File: src/rtl/sar_adc_ctrl.sv
//------------------------------------------------------------------------------
// sar_adc_ctrl : successive-approximation ADC controller (sample, MSB-first search)
// Optional build macro SARADC_CONT_EN enables back-to-back conversions via cont.
// Revision 1.0 - initial release
//------------------------------------------------------------------------------
`default_nettype none

module sar_adc_ctrl #(
   parameter int WIDTH         = 5,
   parameter int SAMPLE_CYCLES = 2
) (
   input  logic             clk,
   input  logic             rst_n,
   input  logic             go,
   input  logic             cont,
   input  logic             cmp,
   output logic [WIDTH-1:0] dac_code,
   output logic             sample,
   output logic [WIDTH-1:0] result,
   output logic             valid,
   output logic             busy
);

   // One down-counter serves both the sample phase and the bit index.
   localparam int SMP_W = (SAMPLE_CYCLES > 1) ? $clog2(SAMPLE_CYCLES) : 1;
   localparam int BIT_W = $clog2(WIDTH);
   localparam int CNT_W = (SMP_W > BIT_W) ? SMP_W : BIT_W;

   typedef enum logic [1:0] {
      ST_IDLE    = 2'd0,
      ST_SAMPLE  = 2'd1,
      ST_CONVERT = 2'd2,
      ST_DONE    = 2'd3
   } state_t;

   state_t             state_q, state_d;
   logic [CNT_W-1:0]   cnt_q,   cnt_d;
   logic [WIDTH-1:0]   code_q,  code_d;
   logic [WIDTH-1:0]   result_q, result_d;
   logic [WIDTH-1:0]   w_bit;
   logic               w_start;

   assign w_bit = {{(WIDTH-1){1'b0}}, 1'b1} << cnt_q;

`ifndef SARADC_CONT_EN
   logic w_unused_cont;
   assign w_unused_cont = cont;
`endif

   always_comb begin
      state_d  = state_q;
      cnt_d    = cnt_q;
      code_d   = code_q;
      result_d = result_q;
      w_start  = 1'b0;
      case (state_q)
         ST_IDLE: begin
            if (go) w_start = 1'b1;
         end
         ST_SAMPLE: begin
            if (cnt_q == '0) begin
               state_d = ST_CONVERT;
               cnt_d   = CNT_W'(WIDTH - 1);
            end else begin
               cnt_d = cnt_q - CNT_W'(1);
            end
         end
         ST_CONVERT: begin
            // Bit under test is already 0 in code_q, so only a keep needs a write.
            if (cmp) code_d = code_q | w_bit;
            if (cnt_q == '0) begin
               state_d  = ST_DONE;
               result_d = cmp ? (code_q | w_bit) : code_q;
            end else begin
               cnt_d = cnt_q - CNT_W'(1);
            end
         end
         ST_DONE: begin
            state_d = ST_IDLE;
`ifdef SARADC_CONT_EN
            if (cont) w_start = 1'b1;
`endif
         end
         default: state_d = ST_IDLE;
      endcase
      if (w_start) begin
         state_d = ST_SAMPLE;
         cnt_d   = CNT_W'(SAMPLE_CYCLES - 1);
         code_d  = '0;
      end
   end

   always_ff @(posedge clk or negedge rst_n) begin
      if (!rst_n) begin
         state_q  <= ST_IDLE;
         cnt_q    <= '0;
         code_q   <= '0;
         result_q <= '0;
      end else begin
         state_q  <= state_d;
         cnt_q    <= cnt_d;
         code_q   <= code_d;
         result_q <= result_d;
      end
   end

   assign dac_code = (state_q == ST_CONVERT) ? (code_q | w_bit) : '0;
   assign sample   = (state_q == ST_SAMPLE);
   assign valid    = (state_q == ST_DONE);
   assign busy     = (state_q != ST_IDLE);
   assign result   = result_q;

endmodule

`default_nettype wire
File: config.mk
export PLATFORM = sky130hd
export DESIGN_NAME = sar_adc_ctrl
export DESIGN_NICKNAME = d
export VERILOG_FILES = /design/src/rtl/sar_adc_ctrl.sv
export SDC_FILE = /design/constraint.sdc
export NUM_CORES = 1
export LEC_CHECK = 0
export ABC_AREA = 1
export BUFFER_PORTS_ARGS = -buffer_cell sky130_fd_sc_hd__buf_4
export CORE_MARGIN = 1.5
export CORE_UTILIZATION = 46
export DETAILED_ROUTE_END_ITERATION = 8
export GPL_ROUTABILITY_DRIVEN = 1
export PLACE_DENSITY_LB_ADDON = 0.12
export SLEW_MARGIN = 20
export SYNTH_ARGS = -nofsm -noshare
export SYNTH_HDL_FRONTEND = slang
export SYNTH_SLANG_ARGS = --single-unit
File: constraint.sdc
create_clock -name clk -period 1.4 [get_ports clk]
set_input_delay 0.07 -clock clk [delete_from_list [all_inputs] [get_ports clk]]
set_output_delay 0.07 -clock clk [all_outputs]
set_load 0.02 [all_outputs]
==> impl_metrics.py <==
metrics = {
    "placed_design": {
        "placed_area_mm2": 0.001049,
        "place_ws_ns": 0.01692,
        "dpl.hpwl_mm": 1.322,
        "dpl.cell_count": 154,
        "gp_congestion": 0.8393,
        "portBuffers": 16,
    },
    "clocking": {
        "tritoncts": "built",
        "ctsLongestPathBuffers": 2,
        "clock-sinks": 15,
        "clk_latency_ns": 0.28,
        "numCtsBuffers": 3,
        "clk_pin_slew_worst_paths_ns": 0.09,
        "htreeDepth": 1,
        "root_buffer": "clkbuf_4",
    },
    "die": {
        "dieHeight_um": 46.42,
        "dieArea_mm2": 0.002154,
        "coreArea_mm2": 0.001745,
        "num_rows": 15,
        "initial_utilization_pct": 49.68,
        "ios": 18,
        "fp.dieW_um": 46.42,
    },
    "power": {
        "ir_worst_vdd_mv": 1.342,
        "p_leak_nw": 0.6122,
        "finalPower_mw": 2.696,
        "p_per_area_mw_per_mm2": 2187,
    },
    "synthesis": {
        "yosys_warnings": 0,
        "synth_area_leaders": "dfrtp_1 43%, nand2_1 11%, ha_1 7.2%",
        "synth_adder_area_share_pct": 7.215,
        "synthMuxAreaShare_pct": 0,
        "synth_xor_area_share_pct": 1.010,
        "synthSimpleGateAreaFrac_pct": 24.24,
        "synth_edf_count": 0,
        "ys_dominant_reg_cell": "dfrtp_1",
        "synth_top_family_by_area": "simple AND/OR/NAND/NOR gates",
        "yosysTopAreaCellShare_pct": 43.29,
        "synth_seq_cells": 15,
        "synthCells": 108,
        "synth-compound-area-share_pct": 15.58,
        "synth_cell_types": 20,
        "yosysTopAreaCell": "dfrtp_1",
        "syn_nets": 118,
        "seq_area_frac_synth_pct": 43.29,
        "async_flop_share_pct": 100.0,
        "syn_area_um2": 867.1,
        "avgSynthCellArea_um2": 8.029,
    },
    "sta": {
        "rsz0062_at_grt": "true",
        "max_slew_margin_pct": 82.65,
        "worst_hold_slack_ns": 0.1419,
        "final.min_clock_period_ns": 1.442,
        "finalHoldViolCount": 0,
        "tns_ns": -0.09294,
        "slew_violations": 0,
        "fmax_mhz": 693.5,
        "fin_ws_ns": -0.04204,
        "period_share_pct": 103.0,
        "tightest_slew_ns": 0.2590,
        "setup_violations": 4,
        "final.setup_skew_ns": 0.0003711,
    },
    "worst_setup_path": {
        "cpLargestDelayFamily": "flip-flops",
        "ff2ff_path_depth": 10,
        "cp-start-kind": "register",
        "r2r_end": "cnt_q[1]",
        "crit_chain": "inv_2 > ha_4 > buf_6 > nand2_4 > a21oi_2 > buf_4",
        "crit_type": "register to output port",
        "critPathMaxFanout": 3,
        "arrival_ns": 1.37,
        "endpoint_kind": "output port",
        "r2r_start": "cnt_q[1]",
        "cp_slowest_stage_delay_ns": 0.40,
        "crit_slowest_cell": "dfrtp_1",
        "reg2reg_slack_ns": 0.06,
        "required_ns": 1.33,
        "crit_buf_inv": 3,
    },
    "hold_path": {
        "whs_path_depth": 3,
        "timing.hold.worst_endpoint": "result[2]",
        "min_from": "cmp",
        "hp-class": "primary input to register",
    },
    "layout": {
        "fillers": 145,
        "n_antenna_cell": 0,
        "design_area_mm2": 0.001232,
        "synthToLayoutAreaGrowth_pct": 42.14,
        "fin_cells": 162,
        "post-route-util_pct": 70.61,
        "drive_gt1_share_pct": 45.26,
        "fin_nets": 148,
    },
    "global_routing": {
        "use_met1_pct": 27.51,
        "grt.busiest_layer": "met2",
        "grt_util_all_layers_pct": 21.08,
        "grt_pass1_wl_mm": 3.077,
        "grt_max_degree": 16,
        "use_met3_pct": 4.706,
        "grt_use_met2_pct": 33.33,
        "gr-total-overflow": 0,
        "grt_pass1_vias": 672,
        "antenna_found_initial": 0,
    },
    "drt": {
        "routedWlPerCell_um": 12.62,
        "firstDrtPassIters": 4,
        "drc_errors": 0,
        "via_per_inst": 4.901,
        "first_iter_violations": 23,
        "ant_nets": 0,
        "finalWirelength_mm": 2.044,
        "vias": 794,
    },
    "run_status": {
        "run_status": "complete, but fails checks",
        "violations": "setup timing",
    },
    "flow_run": {
        "maxCapViolations": 0,
    },
}
cells by family after synthesis:
family	count (synthesis)
simple gates	48
compound gates	23
buf+inv	16
flops	15
fa+ha+maj	5
xor+xnor	1
state kept, by name (all words and copies together), names as in the netlist:
name     count
cnt_q        3
code_q       5
result       5
state_q      2
synth_stat cells (3+ instances only):
| master | n |
|---|---|
| inv_2 | 3 |
| o21ai_2 | 3 |
| nand2_1 | 26 |
| ha_1 | 5 |
| a21oi_1 | 10 |
| nor2_1 | 12 |
| a31oi_1 | 3 |
| o21ai_0 | 3 |
| inv_1 | 11 |
| nand3_1 | 3 |
| nand2_2 | 3 |
| dfrtp_1 | 15 |
placed cells by master (no fill, tap or decap), types with 3 or more instances in the layout:
master / instances
a21oi_1: 5
a21oi_2: 5
clkbuf_4: 3
nand2_4: 3
nand2_1: 23
dfrtp_1: 13
a31oi_1: 3
buf_6: 4
o21ai_2: 5
inv_1: 9
inv_2: 5
nand3_1: 3
nand2_2: 3
ha_4: 4
nor2_1: 11
buf_4: 22
metal layers:
metal,vias up,part of all wire [%],wire (um)
met4,0,0.83,17
met2,24,49,999
met3,4,3.3,67
met1,365,47,960
met5,-,0,0
li1,401,-,-
layout make-up:
| type | count | area (um^2) | share of cell area [%] |
|---|---|---|---|
| Clock buffer | 3 | 22.52 | 1.827 |
| Timing Repair Buffer | 27 | 220.2 | 17.87 |
| Inverter | 14 | 52.55 | 4.264 |
| Multi-Input combinational cell | 77 | 523.0 | 42.44 |
| Clock inverter | 1 | 5.005 | 0.4061 |
| Tap cell | 25 | 31.28 | 2.538 |
| Sequential cell | 15 | 377.9 | 30.66 |
power by group:
group	leakage, nW	switching [mW]	internal [mW]
sequential	0.193	0.151	0.581
combinational	0.402	0.971	0.740
clock	0.0177	0.147	0.106
total	0.612	1.27	1.43
worst max-delay path by stage:
stage,start,end,slack [ns],depth (start not counted)
2_1_floorplan,cnt_q[0],result[4],0.03,8
3_3_place_gp,cnt_q[0],cnt_q[1],0.08,8
3_5_place_dp,cnt_q[1],cnt_q[0],0.02,8
4_1_cts,cnt_q[1],dac_code[0],-0.03,6
5_1_grt,cnt_q[1],dac_code[4],-0.11,6
6_report,cnt_q[1],dac_code[4],-0.04,6
worst reg2reg max path, cell delays in order, from the launching register on:
cell and delay, ns:
dfrtp_1 0.37, inv_2 0.07, ha_4 0.17, buf_6 0.12, nand2_4 0.06, buf_4 0.12
nand2_1 0.05, nor2_1 0.12, nor2_1 0.05, nand2_1 0.07, nand2_1 0.05
what timing repair did:
item,CTS,global route
endpoints found under the setup margin,7,15
pin swaps,6,4
gates resized for setup,20,12
hold endpoints to repair,15,0
buffers inserted,2,1
hold buffers,1,0
Note: power is estimated with default switching activity, not from simulation.
